## src/rtl/seg_display_scanner_if.sv

```systemverilog
// Bus between the chess-clock counters and the multiplexed 8-digit display scanner.
// The master drives the digit data and controls; the slave (scanner) drives the display pins.
interface seg_display_scanner_if;
  logic        ce_i;
  logic [31:0] digits_i;
  logic [7:0]  blink_mask_i;
  logic        lzb_en_i;
  logic [6:0]  seg_out_o;
  logic [7:0]  seg_select_o;

  modport master (
    output ce_i, digits_i, blink_mask_i, lzb_en_i,
    input  seg_out_o, seg_select_o
  );

  modport slave (
    input  ce_i, digits_i, blink_mask_i, lzb_en_i,
    output seg_out_o, seg_select_o
  );
endinterface

```

## src/rtl/seg_display_scanner.sv

```systemverilog
// Time-multiplexed 8-digit 7-segment scanner with dead cycle, per-digit blink and
// per-group leading-zero blanking. Segments and anodes are active-low and registered.
module seg_display_scanner #(
  parameter int SCAN_DIV     = 4,
  parameter int BLINK_FRAMES = 64
) (
  input logic                  clk,
  input logic                  rst,
  seg_display_scanner_if.slave scan_if
);

  localparam int PW = $clog2(SCAN_DIV);
  localparam int FW = (BLINK_FRAMES > 1) ? $clog2(BLINK_FRAMES) : 1;
  localparam logic [PW-1:0] P_LAST = PW'(SCAN_DIV - 1);
  localparam logic [FW-1:0] F_LAST = FW'(BLINK_FRAMES - 1);

  logic [PW-1:0] p_q, p_d;
  logic [2:0]    idx_q, idx_d;
  logic [FW-1:0] fc_q, fc_d;
  logic          bp_q, bp_d;
  logic [7:0]    sel_q, sel_d;
  logic [6:0]    seg_q, seg_d;

  logic [3:0]    curNib;
  logic [3:0]    pos3Nib;
  logic [3:0]    pos2Nib;
  logic          lzbBlank;
  logic          blinkBlank;

  function automatic logic [6:0] decode(input logic [3:0] nib);
    logic [6:0] seg;
    case (nib)
      4'h0:    seg = 7'h40;
      4'h1:    seg = 7'h79;
      4'h2:    seg = 7'h24;
      4'h3:    seg = 7'h30;
      4'h4:    seg = 7'h19;
      4'h5:    seg = 7'h12;
      4'h6:    seg = 7'h02;
      4'h7:    seg = 7'h78;
      4'h8:    seg = 7'h00;
      4'h9:    seg = 7'h10;
      4'hA:    seg = 7'h3F;
      default: seg = 7'h7F;
    endcase
    return seg;
  endfunction

  // Outputs are decoded from the next-state scan position so they line up with it.
  always_comb begin
    p_d        = p_q;
    idx_d      = idx_q;
    fc_d       = fc_q;
    bp_d       = bp_q;
    sel_d      = sel_q;
    seg_d      = seg_q;
    curNib     = 4'h0;
    pos3Nib    = 4'h0;
    pos2Nib    = 4'h0;
    lzbBlank   = 1'b0;
    blinkBlank = 1'b0;

    if (scan_if.ce_i) begin
      if (p_q == P_LAST) begin
        p_d   = '0;
        idx_d = idx_q + 3'd1;
        if (idx_q == 3'd7) begin
          if (fc_q == F_LAST) begin
            fc_d = '0;
            bp_d = ~bp_q;
          end else begin
            fc_d = fc_q + 1'b1;
          end
        end
      end else begin
        p_d = p_q + 1'b1;
      end

      if (p_d == '0) begin
        sel_d = 8'hFF;
        seg_d = 7'h7F;
      end else begin
        curNib  = scan_if.digits_i[{idx_d, 2'b00} +: 4];
        // Group A is digits 7..4, group B is 3..0; only the top two positions blank.
        pos3Nib = idx_d[2] ? scan_if.digits_i[31:28] : scan_if.digits_i[15:12];
        pos2Nib = idx_d[2] ? scan_if.digits_i[27:24] : scan_if.digits_i[11:8];
        lzbBlank = scan_if.lzb_en_i &&
                   (((idx_d[1:0] == 2'd3) && (pos3Nib == 4'h0)) ||
                    ((idx_d[1:0] == 2'd2) && (pos3Nib == 4'h0) && (pos2Nib == 4'h0)));
        blinkBlank = bp_d && scan_if.blink_mask_i[idx_d];
        sel_d = ~(8'b1 << idx_d);
        seg_d = (lzbBlank || blinkBlank) ? 7'h7F : decode(curNib);
      end
    end
  end

  always_ff @(posedge clk or posedge rst) begin
    if (rst) begin
      p_q   <= '0;
      idx_q <= 3'd0;
      fc_q  <= '0;
      bp_q  <= 1'b0;
      sel_q <= 8'hFF;
      seg_q <= 7'h7F;
    end else begin
      p_q   <= p_d;
      idx_q <= idx_d;
      fc_q  <= fc_d;
      bp_q  <= bp_d;
      sel_q <= sel_d;
      seg_q <= seg_d;
    end
  end

  assign scan_if.seg_select_o = sel_q;
  assign scan_if.seg_out_o    = seg_q;

endmodule

```

## src/flat_wrapper.sv

```systemverilog
// flat-port wrapper written by rule: the top's interface ports become plain ports
module seg_display_scanner_flat 
#(
  parameter int SCAN_DIV     = 4,
  parameter int BLINK_FRAMES = 64
)
  (clk, rst, scan_if_ce_i, scan_if_digits_i, scan_if_blink_mask_i, scan_if_lzb_en_i, scan_if_seg_out_o, scan_if_seg_select_o);
  seg_display_scanner_if scan_if_i ();
  input logic clk;
  input logic rst;
  input wire logic [$bits(scan_if_i.ce_i)-1:0] scan_if_ce_i;
  input wire logic [$bits(scan_if_i.digits_i)-1:0] scan_if_digits_i;
  input wire logic [$bits(scan_if_i.blink_mask_i)-1:0] scan_if_blink_mask_i;
  input wire logic [$bits(scan_if_i.lzb_en_i)-1:0] scan_if_lzb_en_i;
  output wire logic [$bits(scan_if_i.seg_out_o)-1:0] scan_if_seg_out_o;
  output wire logic [$bits(scan_if_i.seg_select_o)-1:0] scan_if_seg_select_o;
  assign scan_if_i.ce_i = scan_if_ce_i;
  assign scan_if_i.digits_i = scan_if_digits_i;
  assign scan_if_i.blink_mask_i = scan_if_blink_mask_i;
  assign scan_if_i.lzb_en_i = scan_if_lzb_en_i;
  assign scan_if_seg_out_o = scan_if_i.seg_out_o;
  assign scan_if_seg_select_o = scan_if_i.seg_select_o;
  seg_display_scanner #(.SCAN_DIV(SCAN_DIV), .BLINK_FRAMES(BLINK_FRAMES)) u_core (.clk(clk), .rst(rst), .scan_if(scan_if_i));
endmodule
```

## config.mk

```make
export PLATFORM = sky130hd
export DESIGN_NAME = seg_display_scanner_flat
export DESIGN_NICKNAME = d
export VERILOG_FILES = /design/src/rtl/seg_display_scanner_if.sv /design/src/rtl/seg_display_scanner.sv /design/src/flat_wrapper.sv
export SDC_FILE = /design/constraint.sdc
export NUM_CORES = 1
export LEC_CHECK = 0
export CAP_MARGIN = 20
export CORE_UTILIZATION = 50
export DETAILED_ROUTE_END_ITERATION = 7
export HOLD_SLACK_MARGIN = 0.1
export PLACE_DENSITY = 0.82
export SLEW_MARGIN = 20
export SYNTH_ARGS = -nofsm -noshare
export SYNTH_HDL_FRONTEND = slang
export SYNTH_SLANG_ARGS = --single-unit
export TNS_END_PERCENT = 50
```

## constraint.sdc

```tcl
create_clock -name clk -period 8.33 [get_ports clk]
set_input_delay 2.499 -clock clk [delete_from_list [all_inputs] [get_ports clk]]
set_output_delay 2.499 -clock clk [all_outputs]
set_load 0.02 [all_outputs]
```

== After elaboration in Yosys (flattened, before gate mapping) ==
Memory sizes are Yosys's and may differ from the RTL's.
Cells that the tools add are included.

* Bits in writable memories: 0
* Input port bits: 44
* Memories: 1
* Bits in registers: 27
* Latch bits: 0
* Output and inout port bits: 15
* Bits in read-only memories: 112
* Word-level logic and storage cells: 47

* $add $sub $neg: 3
* Eq/ne operators: 5
* Multiplexer cells: 16
* Multiply operators: 0
* Shift operators: 2
* Bitwise logic cells: 2
* Divide/modulo/power cells: 0
* Reduce and logical (&&, ||, !) cells: 11
* Magnitude comparators: 1

{| class="wikitable"
|+ Memories
! name !! depth !! bits a word !! rd ports !! clocked after memory_dff !! wr ports !! line !! RTL
|-
| (name not given) || 16 || 7 || 1 || 0 || 0 || seg_display_scanner.sv:32 || <nowiki>case (nib)</nowiki>
|}

{| class="wikitable"
|+ Operators by type and width
! kind !! number
|-
| $shiftx 32x6->4 || 1
|-
| $mux 7 || 2
|-
| $logic_not 4->1 || 2
|-
| $mux 4 || 2
|-
| $mux 8 || 1
|-
| $not 8->8 || 1
|-
| $shl 1x3->8 const A || 1
|-
| $add 6x1->6 const B || 1
|-
| $eq 2x2->1 const B || 3
|-
| $eq 6x6->1 const B || 1
|-
| $mux 3 || 2
|-
| $mux 6 || 1
|-
| $logic_and 1x1->1 || 5
|-
| $mux 1 || 5
|-
| $lt 3x4->1 const B || 1
|-
| $mux 2 || 2
|-
| $add 3x1->3 const B || 1
|-
| $bmux 1 s3 || 1
|-
| $eq 3x3->1 const B || 1
|-
| $reduce_and 3->1 || 1
|-
| $add 2x1->2 const B || 1
|-
| $logic_not 2->1 || 1
|-
| $logic_or 1x1->1 || 2
|-
| $not 1->1 || 1
|}

== Logic depth before layout (Yosys ltp) ==
Gate-level depths: netlist (run 1).

* Word-level depth: 12
* Depth in mapped cells: 15

== Least setup slack after synthesis (run 1) ==
Ideal clock, no wire load.

* Kind: input -> register
* From: input port scan_if_digits_i[4]
* To: register u_core.seg_q[3] (netlist: u_core.scan_if.seg_out_o[3])
* Library setup time: 0.061 ns
* Stages on the path: 11
* Data required time: 8.269 ns
* Setup slack: 3.868 ns
* Arrival time: 4.401 ns
* Path through: and2b_1 a211oi_1 a2111oi_0 a211o_1 ha_1 inv_1 nor3_1 a31oi_4 or3b_1 a21oi_1 o22a_1

* Cells in the longest elaborated chain, start to end: 4

{| class="wikitable"
|+ RTL lines
! element !! line !! RTL
|-
| from (decl) || flat_wrapper.sv:12 || <nowiki>input wire logic [$bits(scan_if_i.digits_i)-1:0] scan_if_digits_i;</nowiki>
|-
| $shiftx 32x6->4 || seg_display_scanner.sv:83 || <nowiki>curNib = scan_if.digits_i[{idx_d, 2'b00} +: 4];</nowiki>
|-
| $mem_v2 16x7 || - ||
|-
| $mux 7 || seg_display_scanner.sv:92 || <nowiki>seg_d = (lzbBlank || blinkBlank) ? 7'h7F : decode(curNib);</nowiki>
|-
| $mux 7 || seg_display_scanner.sv:79 || <nowiki>if (p_d == '0) begin</nowiki>
|-
| to (signal assigned) || seg_display_scanner.sv:111 || <nowiki>seg_q <= seg_d;</nowiki>
|-
| to (decl) || seg_display_scanner.sv:22 || <nowiki>logic [6:0] seg_q, seg_d;</nowiki>
|}

Every way passes these cells.
A chain may end at the register's enable or synchronous reset.

== Worst setup path after layout (run 1) ==
* From: input port scan_if_digits_i[0]
* To: register u_core.seg_q[3] (netlist: u_core.scan_if.seg_out_o[3])

The elaborated chain is that of the path after synthesis.

==> tab_implementation.tex, run 1 <==
\begin{tabular}{lr}
\hline
Metric & Value \\
\hline
\multicolumn{2}{l}{\textbf{Logic synthesis}} \\
Mean post-synth cell area & 8.949 µm² \\
Share of synthesized area occupied by flip-flops and latches & between 30 and 40\% \\
Post-Synthesis Net Count & approximately 300 \\
Number of cells produced by synthesis & 250 \\
Count of yosys warnings during synthesis & 0 \\
Number of flops mapped to enable cells by yosys & 0 \\
Count of different cell masters after synthesis & 56 \\
Area of the mapped netlist & 2237 µm² \\
Synth async-reset ratio & between 90\% and 100\% \\
Primary FF master, synth & dfstp\_2 \\
Total of flip-flops plus latches after synthesis & 27 \\
\multicolumn{2}{l}{\textbf{CTS}} \\
TritonCTS Buffers & 3 \\
Setup fix buffers added after clock tree synthesis & 0 \\
Number of buffers added to fix hold violations after cts & 0 \\
CTS tree & yes \\
Sink Count & 27 \\
Deepest level of the CTS H-tree & 1 \\
Clk slew on worst S/H paths & about 0.09 ns \\
Gates resized, CTS repair & 0 \\
Max clock buf depth & 2 \\
CTS Root Buffer Type & clkbuf\_8 \\
Clock latency of the later-clocked register in the worst-skew pair & about 0.27 ns \\
\multicolumn{2}{l}{\textbf{STA}} \\
Post-Route Skew & roughly 0.0051 ns \\
Finish-stage setup viols & 0 \\
Worst-Margin Slew & 0.9283 ns \\
Final number of max-transition violations & 0 \\
Slew HR & between 30\% and 40\% \\
Fraction of the cycle the final worst path needs & roughly three fifths \\
Final hold violations & 0 \\
Setup repair after global routing missed its margin & false \\
Max Clk Rate & a little over 200 MHz \\
Setup TNS after final layout & 0 ns \\
Tmin final & between 4 and 5 ns \\
\multicolumn{2}{l}{\textbf{Drt}} \\
Number of detailed-route iterations in the first pass & 4 \\
Detailed-route vias per instance & approximately 6 \\
Number of remaining DRC errors & 0 \\
Number of DRC markers after the initial detailed-route iteration & roughly 200 \\
Post-DR wirelength/cell & 16.97 µm \\
Met2 routed WL & $\sim$2800 µm \\
Met3 layer wire length in the routed design & roughly 380 µm \\
Top routing layer in use & met4 \\
Post-route antenna net violation count & 0 \\
Total routed wirelength & 5870 µm \\
M1 wire length & 2648 µm \\
Total via count in the routed design & 2139 \\
\multicolumn{2}{l}{\textbf{Layout}} \\
Most common library cell in the layout ignoring fill and taps & clkdlybuf4s50\_1 \\
Diode count & 0 \\
Utilization after layout & between 60\% and 70\% \\
Final cell area excluding filler cells & $\sim$2800 µm² \\
Fraction of layout instances using a drive strength above 1 & about 12\% \\
Top library cells by usage in the layout, fill and taps aside & 58 x clkdlybuf4s50\_1, 24 x nand2\_1, 23 x nor2\_1 \\
Net total in the final layout & $\sim$350 \\
Growth of design area from synthesis to finish & 27.18\% \\
\multicolumn{2}{l}{\textbf{Global route}} \\
Vias in the first global route & between 1500 and 2000 \\
Overflow left after global routing & 0 \\
Overall fraction of global-route tracks in use & around 27\% \\
Largest net degree at the start of global routing & 32 \\
Number of antenna violations at the first check in global routing & 0 \\
First-pass GRT wire length & 9370 µm \\
\multicolumn{2}{l}{\textbf{Place}} \\
Number of buffers added on ports & between 50 and 60 \\
Final estimated routing congestion in global placement & about 0.91 \\
Estimated wirelength of the detail-placed design & between 4000 and 5000 µm \\
Placed Instance Area & around 2800 µm² \\
\multicolumn{2}{l}{\textbf{Min path}} \\
Depth of the worst hold-timing path & 1 \\
Class of the most critical hold timing path & register to register \\
End point of the most critical hold path & u\_core.fc\_q[4] \\
Critical hold path startpoint & u\_core.fc\_q[4] \\
\multicolumn{2}{l}{\textbf{Setup path}} \\
End of the worst register-to-register path & u\_core.scan\_if.seg\_out\_o[3] \\
Startpoint of the worst register-to-register path & u\_core.idx\_q[0] \\
Setup slack on the worst flop-to-flop path & 3.95 ns \\
Launching element type of the critical path & primary input \\
Worst Path Required & approximately 8.6 ns \\
Critical path type & primary input to register \\
Arrival time of the worst setup path & roughly 5.1 ns \\
Reg2Reg Depth & 12 \\
Highest fanout seen on the critical path & 4 \\
Capturing element type of the critical path & register \\
\multicolumn{2}{l}{\textbf{Run}} \\
Max Cap Violations & 0 \\
\multicolumn{2}{l}{\textbf{Die}} \\
Placement row count & 23 \\
Top-level I/O count & between 50 and 60 \\
DIE AREA & 4746 µm² \\
Initial Utilization & 53.99\% \\
Floorplan die width & about 69 µm \\
Area of the core & 4144 µm² \\
Floorplan die height & roughly 70 µm \\
\multicolumn{2}{l}{\textbf{Run status}} \\
Status & completed \\
\multicolumn{2}{l}{\textbf{Pwr}} \\
Ratio of total power to cell area & approximately 420 nW/µm² \\
Peak supply drop & 0.0002957 V \\
Leak Pwr & between 0.001 and 0.0015 µW \\
\hline
\end{tabular}
[report_power, final]
part / leakage (µW) / total [µW] / switching (µW) / internal [µW]
clock network: 0.0000228 / 72.1 / 37.9 / 34.3
logic: 0.000806 / 867 / 482 / 386
registers: 0.000311 / 260 / 65.4 / 195
[per-layer routing]
layer  GRT usage [%]  vias to the layer above
met3           3.783                        9
met2           43.93                       68
li1                -                     1033
met5               0                        -
met1           37.65                     1029
met4           8.929                        0
[worst max-delay path, stage by stage]
cell and delay (ns):
clkdlybuf4s50_1 0.47, nor2b_1 0.13, a211oi_1 0.06, a2111oi_0 0.43, a211o_1 0.24, ha_1 0.29
inv_1 0.09, nor3_1 0.08, a31oi_4 0.18, or3b_1 0.37, a21oi_1 0.15, o22a_1 0.14
[Yosys cell counts (4+ instances only)]
cell type	n	share of area, %
a21oi_1	10	2.2
a31oi_1	9	2.5
buf_2	10	2.2
clkbuf_1	5	0.84
dfrtp_1	12	13
dfstp_2	15	18
ha_1	10	5.6
inv_1	7	1.2
mux2_2	4	2.0
mux2i_1	17	7.6
nand2_1	24	4.0
nand2b_1	4	1.1
nand3_1	4	0.89
nor2_1	23	3.9
nor3_1	9	2.0
o21ai_0	6	1.3
o221ai_1	6	2.3
o22a_1	4	1.6
o22ai_1	9	2.5
o31ai_1	4	1.3
xnor2_1	4	1.6
[sequential cells by signal (all words and copies together) (netlist names)]
signal,count
u_core.p_q,2
u_core.scan_if.seg_select_o,8
u_core.scan_if.seg_out_o,7
u_core.idx_q,3
u_core.bp_q,1
u_core.fc_q,6
[worst max-delay path by stage]
stage / from / to / slack, ns
2_1_floorplan: scan_if_digits_i[4] / u_core.scan_if.seg_out_o[3] / 3.87
3_3_place_gp: scan_if_digits_i[21] / u_core.scan_if.seg_out_o[3] / 3.28
3_5_place_dp: scan_if_digits_i[0] / u_core.scan_if.seg_out_o[3] / 3.14
4_1_cts: scan_if_digits_i[0] / u_core.scan_if.seg_out_o[3] / 3.41
5_1_grt: scan_if_digits_i[0] / u_core.scan_if.seg_out_o[3] / 3.19
6_report: scan_if_digits_i[0] / u_core.scan_if.seg_out_o[3] / 3.40
[layout make-up]
type / instances / area (µm²)
Multi-Input combinational cell: 197 / 1418
Tap cell: 50 / 62.56
Timing Repair Buffer: 60 / 595.6
Fill cell: 340 / 1299
Sequential cell: 27 / 694.4
Clock buffer: 4 / 45.04
Inverter: 8 / 30.03
[logic make-up after synthesis]
group,after synthesis,synth area share [%]
flops,27,31.04
simple gates,87,19.18
xor+xnor,5,1.957
buf+inv,26,5.593
fa+ha+maj,10,5.593
compound gates,70,23.32
mux,25,13.31
[metrics by stage]
step / cells / hold WS, ns / worst slack, ns / power, µW
floorplan: 250 / 0.4365 / 3.868 / 918.5
global placement: 342 / 0.4535 / 3.279 / 1092
detailed placement: 342 / 0.4645 / 3.139 / 1112
CTS: 346 / 0.4804 / 3.413 / 1191
global route: 346 / 0.4995 / 3.194 / 1291
finish: 346 / 0.4759 / 3.402 / 1200
(Power assumes the default switching activity.)
==> run 2, diff against run 1 <==
Settings changed: CORE_UTILIZATION 50 to 49, PLACE_DENSITY 0.82 to 0.81.
Clock period 8.33 ns to 4.85 ns, I/O delays scaled along.
==> tab_implementation.tex, run 2 (synthesis results as in run 1) <==
\begin{tabular}{lr}
\hline
Metric & Value \\
\hline
\multicolumn{2}{l}{\textbf{Run status}} \\
Status & completed (unchanged) \\
\multicolumn{2}{l}{\textbf{CTS}} \\
Gates resized, CTS repair & 0 (unchanged) \\
Clock latency of the later-clocked register in the worst-skew pair & 0.28 ns (was 0.27 ns) \\
CTS Root Buffer Type & clkbuf\_8 (unchanged) \\
Sink Count & 27 (unchanged) \\
Setup fix buffers added after clock tree synthesis & 0 (unchanged) \\
Number of buffers added to fix hold violations after cts & 0 (unchanged) \\
TritonCTS Buffers & 3 (unchanged) \\
Deepest level of the CTS H-tree & 1 (unchanged) \\
Max clock buf depth & 2 (unchanged) \\
CTS tree & yes (unchanged) \\
Clk slew on worst S/H paths & 0.09 ns (about the same) \\
\multicolumn{2}{l}{\textbf{STA}} \\
Setup TNS after final layout & 0 ns (unchanged) \\
Setup repair after global routing missed its margin & false (unchanged) \\
Worst-Margin Slew & 0.6843 ns (was 0.9283 ns) \\
Final hold violations & 0 (unchanged) \\
Final number of max-transition violations & 0 (unchanged) \\
Slew HR & 54.38\% (was 37.73\%) \\
Finish-stage setup viols & 0 (unchanged) \\
Tmin final & approximately 3.8 ns \\
Max Clk Rate & approximately 260 MHz \\
Fraction of the cycle the final worst path needs & between 70\% and 80\% \\
Post-Route Skew & 0.01201 ns (was 0.005129 ns) \\
\multicolumn{2}{l}{\textbf{Drt}} \\
Total via count in the routed design & 2098 (was 2139) \\
Detailed-route vias per instance & 5.977 (was 6.182) \\
Number of DRC markers after the initial detailed-route iteration & 187 (was 204) \\
Post-DR wirelength/cell & 16.42 µm (was 16.97 µm) \\
Number of remaining DRC errors & 0 (unchanged) \\
Number of detailed-route iterations in the first pass & 4 (unchanged) \\
Total routed wirelength & 5762 µm (was 5870 µm) \\
Post-route antenna net violation count & 0 (unchanged) \\
\multicolumn{2}{l}{\textbf{Layout}} \\
Fillers & 372 (was 340) \\
Most common library cell in the layout ignoring fill and taps & clkdlybuf4s50\_1 (unchanged) \\
Final cell area excluding filler cells & 2870 µm² (was 2845 µm²) \\
Storage cell area & 694.4 µm² (unchanged) \\
Diode count & 0 (unchanged) \\
Growth of design area from synthesis to finish & 28.30\% (was 27.18\%) \\
Top library cells by usage in the layout, fill and taps aside & 58 x clkdlybuf4s50\_1, 24 x nand2\_1, 23 x nor2\_1 (unchanged) \\
Max reg flops & 8 (unchanged) \\
Fraction of layout instances using a drive strength above 1 & 13.38\% (was 12.16\%) \\
Area occupied by multi-input gates & 1418 µm² (unchanged) \\
Utilization after layout & 65.47\% (was 68.66\%) \\
Net total in the final layout & 354 (was 351) \\
\multicolumn{2}{l}{\textbf{Global route}} \\
Largest net degree at the start of global routing & 28 (was 32) \\
First-pass GRT wire length & 9556 µm (was 9370 µm) \\
Number of antenna violations at the first check in global routing & 0 (unchanged) \\
Overflow left after global routing & 0 (unchanged) \\
Vias in the first global route & 1970 (was 1898) \\
Overall fraction of global-route tracks in use & 24.54\% (was 27.33\%) \\
\multicolumn{2}{l}{\textbf{Setup path}} \\
Reg2Reg Depth & 12 (unchanged) \\
Arrival time of the worst setup path & 4.02 ns (was 5.14 ns) \\
Slowest stage delay, CP & 0.52 ns (was 0.47 ns) \\
Critical path cell sequence & clkdlybuf4s50\_1, o221ai\_1, o21a\_1, o22ai\_1, ha\_1, inv\_1, nor3\_1, a31oi\_4, or3b\_1, a21oi\_1, o22a\_1 (was clkdlybuf4s50\_1, nor2b\_1, a211oi\_1, a2111oi\_0, a211o\_1, ha\_1, inv\_1, nor3\_1, a31oi\_4, or3b\_1, a21oi\_1, o22a\_1) \\
Highest fanout seen on the critical path & 6 (was 4) \\
End of the worst register-to-register path & u\_core.scan\_if.seg\_out\_o[3] (unchanged) \\
Setup slack on the worst flop-to-flop path & 1.13 ns (was 3.95 ns) \\
Largest delay contributor family on the critical path & compound AO/OA/AOI/OAI gates (unchanged) \\
Worst setup path start & scan\_if\_digits\_i[29] (was scan\_if\_digits\_i[0]) \\
Number of cells on the critical path & 11 (was 12) \\
Worst Path Required & 5.07 ns (was 8.55 ns) \\
Crit-path slowest cell & clkdlybuf4s50\_1 (unchanged) \\
Startpoint of the worst register-to-register path & u\_core.idx\_q[1] (was u\_core.idx\_q[0]) \\
End point of the critical path & u\_core.scan\_if.seg\_out\_o[3] (unchanged) \\
Capturing element type of the critical path & register (unchanged) \\
Critical path type & primary input to register (unchanged) \\
Count of buffer and inverter cells on the critical path & 2 (unchanged) \\
Launching element type of the critical path & primary input (unchanged) \\
\multicolumn{2}{l}{\textbf{Pwr}} \\
Leak Pwr & 0.001157 µW (was 0.001140 µW) \\
Part of the total power dissipated in combinational logic & 73.6\% (was 72.3\%) \\
Part of the power in registers & 20.1\% (was 21.7\%) \\
Switching power as a share of total power & 48.09\% (was 48.77\%) \\
Internal power component & 1073 µW (was 614.7 µW) \\
Switching pwr & 993.6 µW (was 585.1 µW) \\
Ratio of total power to cell area & 719.9 nW/µm² (was 421.7 nW/µm²) \\
Peak supply drop & 0.0004784 V (was 0.0002957 V) \\
Clk network pwr share & 6.3\% (was 6.0\%) \\
\multicolumn{2}{l}{\textbf{Run}} \\
Max Cap Violations & 0 (unchanged) \\
\multicolumn{2}{l}{\textbf{Die}} \\
Floorplan die height & 69.57 µm (was 68.89 µm) \\
Floorplan die width & 69.57 µm (was 68.89 µm) \\
Placement row count & 24 (was 23) \\
DIE AREA & 4840 µm² (was 4746 µm²) \\
Top-level I/O count & 59 (unchanged) \\
Initial Utilization & 51.03\% (was 53.99\%) \\
Area of the core & 4384 µm² (was 4144 µm²) \\
\multicolumn{2}{l}{\textbf{Place}} \\
Placed Instance Area & 2825 µm² (was 2800 µm²) \\
Estimated wirelength of the detail-placed design & 4370 µm (was 4385 µm) \\
Final estimated routing congestion in global placement & 0.9205 (was 0.9081) \\
Number of buffers added on ports & 58 (unchanged) \\
\multicolumn{2}{l}{\textbf{Min path}} \\
Class of the most critical hold timing path & register to register (unchanged) \\
\hline
\end{tabular}
run 2: cell count changes in the layout (fill, tap and decap cells not counted), sizes merged:
cell	before	now
buf	2	5
inv	7	8
clkinv	1	0
run 2: power by group through the flow:
stage / clock network [µW] / logic, µW / registers [µW]
2_1_floorplan: 0 / 1130 / 444
3_3_place_gp: 0 / 1480 / 414
3_5_place_dp: 0 / 1510 / 416
4_1_cts: 133 / 1520 / 414
5_1_grt: 143 / 1670 / 427
6_report: 130 / 1520 / 414
run 2: final cells by class:
type                            count  area share [%]
Timing Repair Buffer               63           21.53
Multi-Input combinational cell    197           49.39
Sequential cell                    27           24.19
Clock buffer                        4           1.569
Inverter                            8           1.046
Tap cell                           52           2.267
run 2: metrics by stage:
step / power, µW / hold WS [ns] / setup WS, ns / std cells
3_5_place_dp: 1926 / 0.4597 / 0.7722 / 347
4_1_cts: 2064 / 0.4774 / 1.060 / 351
3_3_place_gp: 1894 / 0.4547 / 0.8462 / 347
2_1_floorplan: 1578 / 0.4365 / 1.432 / 250
5_1_grt: 2237 / 0.5057 / 0.8875 / 351
6_report: 2066 / 0.4732 / 1.049 / 351
run 2: metal layers:
metal,vias up,global-route usage [%],part of all wire [%]
met2,58,41.75,48
li1,1042,-,-
met1,992,33.21,46
met4,0,5.215,1.2
met3,6,3.488,4.9
met5,-,0,0
run 2: worst min-delay path by stage:
stage | to | start | cells past startpoint
2_1_floorplan | u_core.fc_q[5] | u_core.fc_q[5] | 1
3_3_place_gp | u_core.fc_q[4] | u_core.fc_q[4] | 1
3_5_place_dp | u_core.fc_q[4] | u_core.fc_q[4] | 1
4_1_cts | u_core.fc_q[5] | u_core.fc_q[5] | 1
5_1_grt | u_core.scan_if.seg_select_o[2] | u_core.scan_if.seg_select_o[2] | 2
6_report | u_core.fc_q[5] | u_core.fc_q[5] | 1
==> edit (config.mk and constraints of run 2) <==
`SCAN_DIV` is set to 4 in 2 places; all go to 8.
--- a/src/rtl/seg_display_scanner.sv
+++ b/src/rtl/seg_display_scanner.sv
@@ -3,3 +3,3 @@
 module seg_display_scanner #(
-  parameter int SCAN_DIV     = 4,
+  parameter int SCAN_DIV     = 8,
   parameter int BLINK_FRAMES = 64
--- a/src/flat_wrapper.sv
+++ b/src/flat_wrapper.sv
@@ -3,3 +3,3 @@
 #(
-  parameter int SCAN_DIV     = 4,
+  parameter int SCAN_DIV     = 8,
   parameter int BLINK_FRAMES = 64
Function: changed (Yosys sat finds a counterexample within 10 cycles, from zero or initial values and one cycle with rst high).
==> edit against run 2 <==
  * Worst setup slack worse by 0.0050 ns
  * Highest routed layer unchanged
  * Design area up 2.2%
  * Synthesized cell count down 6.4%
  * Register-to-register slack worse by 0.09 ns
  * Synthesized area up 1.7%
  * Wire length down 2.2%
  * Worst hold slack better by 0.013 ns
  * Non-clock buffer count down 1
  * Global-route usage down 0.95 points
  * Largest cell class unchanged
  * Total power up 2.1%
  * Sequential cell count up 1
==> edit: results (changes against run 2) <==
stage,metric,value,unit,change
drt,topRoutingLayerUsed,met4,,unchanged
placement,pre_cts_ws,0.8492,ns,was 0.7722 ns
drt,wl_met2,2.707,mm,was 2.764 mm
yosys,yosysSeqAreaShare,31.63,%,was 31.04%
yosys,synth.distinct_cells,41,,was 56
drt,num_vias,2038,,"was 2,098"
placement,portBuffers,58,,unchanged
yosys,yosysWarnings,0,,unchanged
cts,post-cts-setup-buffers,0,,unchanged
pwr,p_leak,1.173,nW,was 1.157 nW
yosys,syn_inst,234,,was 250
status,status,"complete, no violations",,unchanged
drt,drt_iter0_markers,176,,was 187
global_routing,use_met2,39.53,%,was 41.75%
drt,first_pass_iters,6,,was 4
drt,drt-met1-wl,2.547,mm,was 2.645 mm
yosys,yosys-top-cells-area,"dfstp_2, dfrtp_1, mux2i_1",,unchanged
cells_and_area,drive_gt1_share,14.69,%,was 13.38%
worst_hold_path,worstHoldPathType,reg2reg,,unchanged
cells_and_area,largest_reg_flops,8,,unchanged
yosys,synth_fa_ha_area_share,6.601,%,was 5.593%
global_routing,grt_use_total,23.59,%,was 24.54%
timing,relSlewSlack,39.59,%,was 54.38%
drt,routed-wl-met3,363,um,was 280 um
placement,dp.cells,334,,was 347
pwr,peakVddDrop,0.0003988,V,was 0.0004784 V
drt,routedWlPerCell,16.67,um,was 16.42 um
pwr,p_per_area,719.5,mW/mm^2,was 719.9 mW/mm^2
yosys,synth_compound_area_share,16.89,%,was 23.32%
timing,skew,0.002547,ns,was 0.01201 ns
critical_path,slowest_stage,ha_1,,was clkdlybuf4s50_1
yosys,synthMuxAreaShare,22.11,%,was 13.31%
global_routing,globalRouteMet1Util,33.27,%,was 33.21%
global_routing,met3_usage,3.608,%,was 3.488%
global_routing,grt_pass1_wl,9.335,mm,was 9.556 mm
yosys,netlist_top_cells_count,"mux2i_1, a21oi_1, nor2_1",,"was nand2_1, nor2_1, mux2i_1"
placement,gp_congestion,0.9776,,was 0.9205
cts,clk_transition_reported_paths,0.09,ns,about the same
placement,placed_cell_area,0.002878,mm^2,was 0.002825 mm^2
yosys,synth_xor_area_share,2.695,%,was 1.957%
drt,via_per_inst,6.030,,was 5.977
cells_and_area,fillCellCount,364,,was 372
global_routing,grt_pass1_vias,1905,,"was 1,970"
critical_path,critPathMaxStageDelay,1.01,ns,was 0.52 ns
placement,hpwl,4.320,mm,was 4.370 mm
yosys,syn_nets,290,,was 304
global_routing,grt_max_degree,29,,was 28
critical_path,cp_max_fo,19,,was 6
cts,numCtsBuffers,3,,unchanged
edit: cell types whose count changed after synthesis, sizes merged, moves of 6 or more:
cell    change
a21oi       +8
nand2      -12
a31oi       -8
o221ai      -6
nor2        -7
mux4        +6
edit: area by class of cell:
cell class	instances	area share, %
Inverter	8	1.024
Clock buffer	4	1.877
Tap cell	52	2.218
Sequential cell	28	24.53
Timing Repair Buffer	62	20.82
Multi-Input combinational cell	184	49.53
edit: where the power goes:
part	switching (mW)	internal [mW]
sequential	0.0888	0.358
clock	0.0693	0.0726
combinational	0.798	0.723
total	0.956	1.15
edit: final timing paths:
path / to / slack (ns) / cells past startpoint / startpoint
setup / recovery: u_core.scan_if.seg_out_o[3] / 1.04 / 10 / u_core.idx_q[0]
hold / removal: u_core.fc_q[4] / 0.49 / 1 / u_core.fc_q[4]
setup reg to reg: u_core.scan_if.seg_out_o[3] / 1.04 / 10 / u_core.idx_q[0]
hold reg to reg: u_core.fc_q[4] / 0.49 / 1 / u_core.fc_q[4]
max in group asynchronous: u_core.scan_if.seg_select_o[7] / 2.92 / 2 / rst
min in group asynchronous: u_core.idx_q[1] / 1.56 / 2 / rst
edit: logic make-up (layout without fill, tap and decap cells):
group           count (synthesis)  in the layout
simple gates                   68             68
compound gates                 60             60
mux                            37             37
flops                          28             28
buf+inv                        22             74
fa+ha+maj                      12             12
xor+xnor                        7              7
edit: worst max-delay path, delay by kind of cell, from the launching register on:
kind | cells | cell delay, ns
buf+inv | 1 | 0.12
simple gates | 1 | 0.53
flops | 1 | 0.62
mux | 2 | 0.44
compound gates | 4 | 0.71
fa+ha+maj | 2 | 1.32
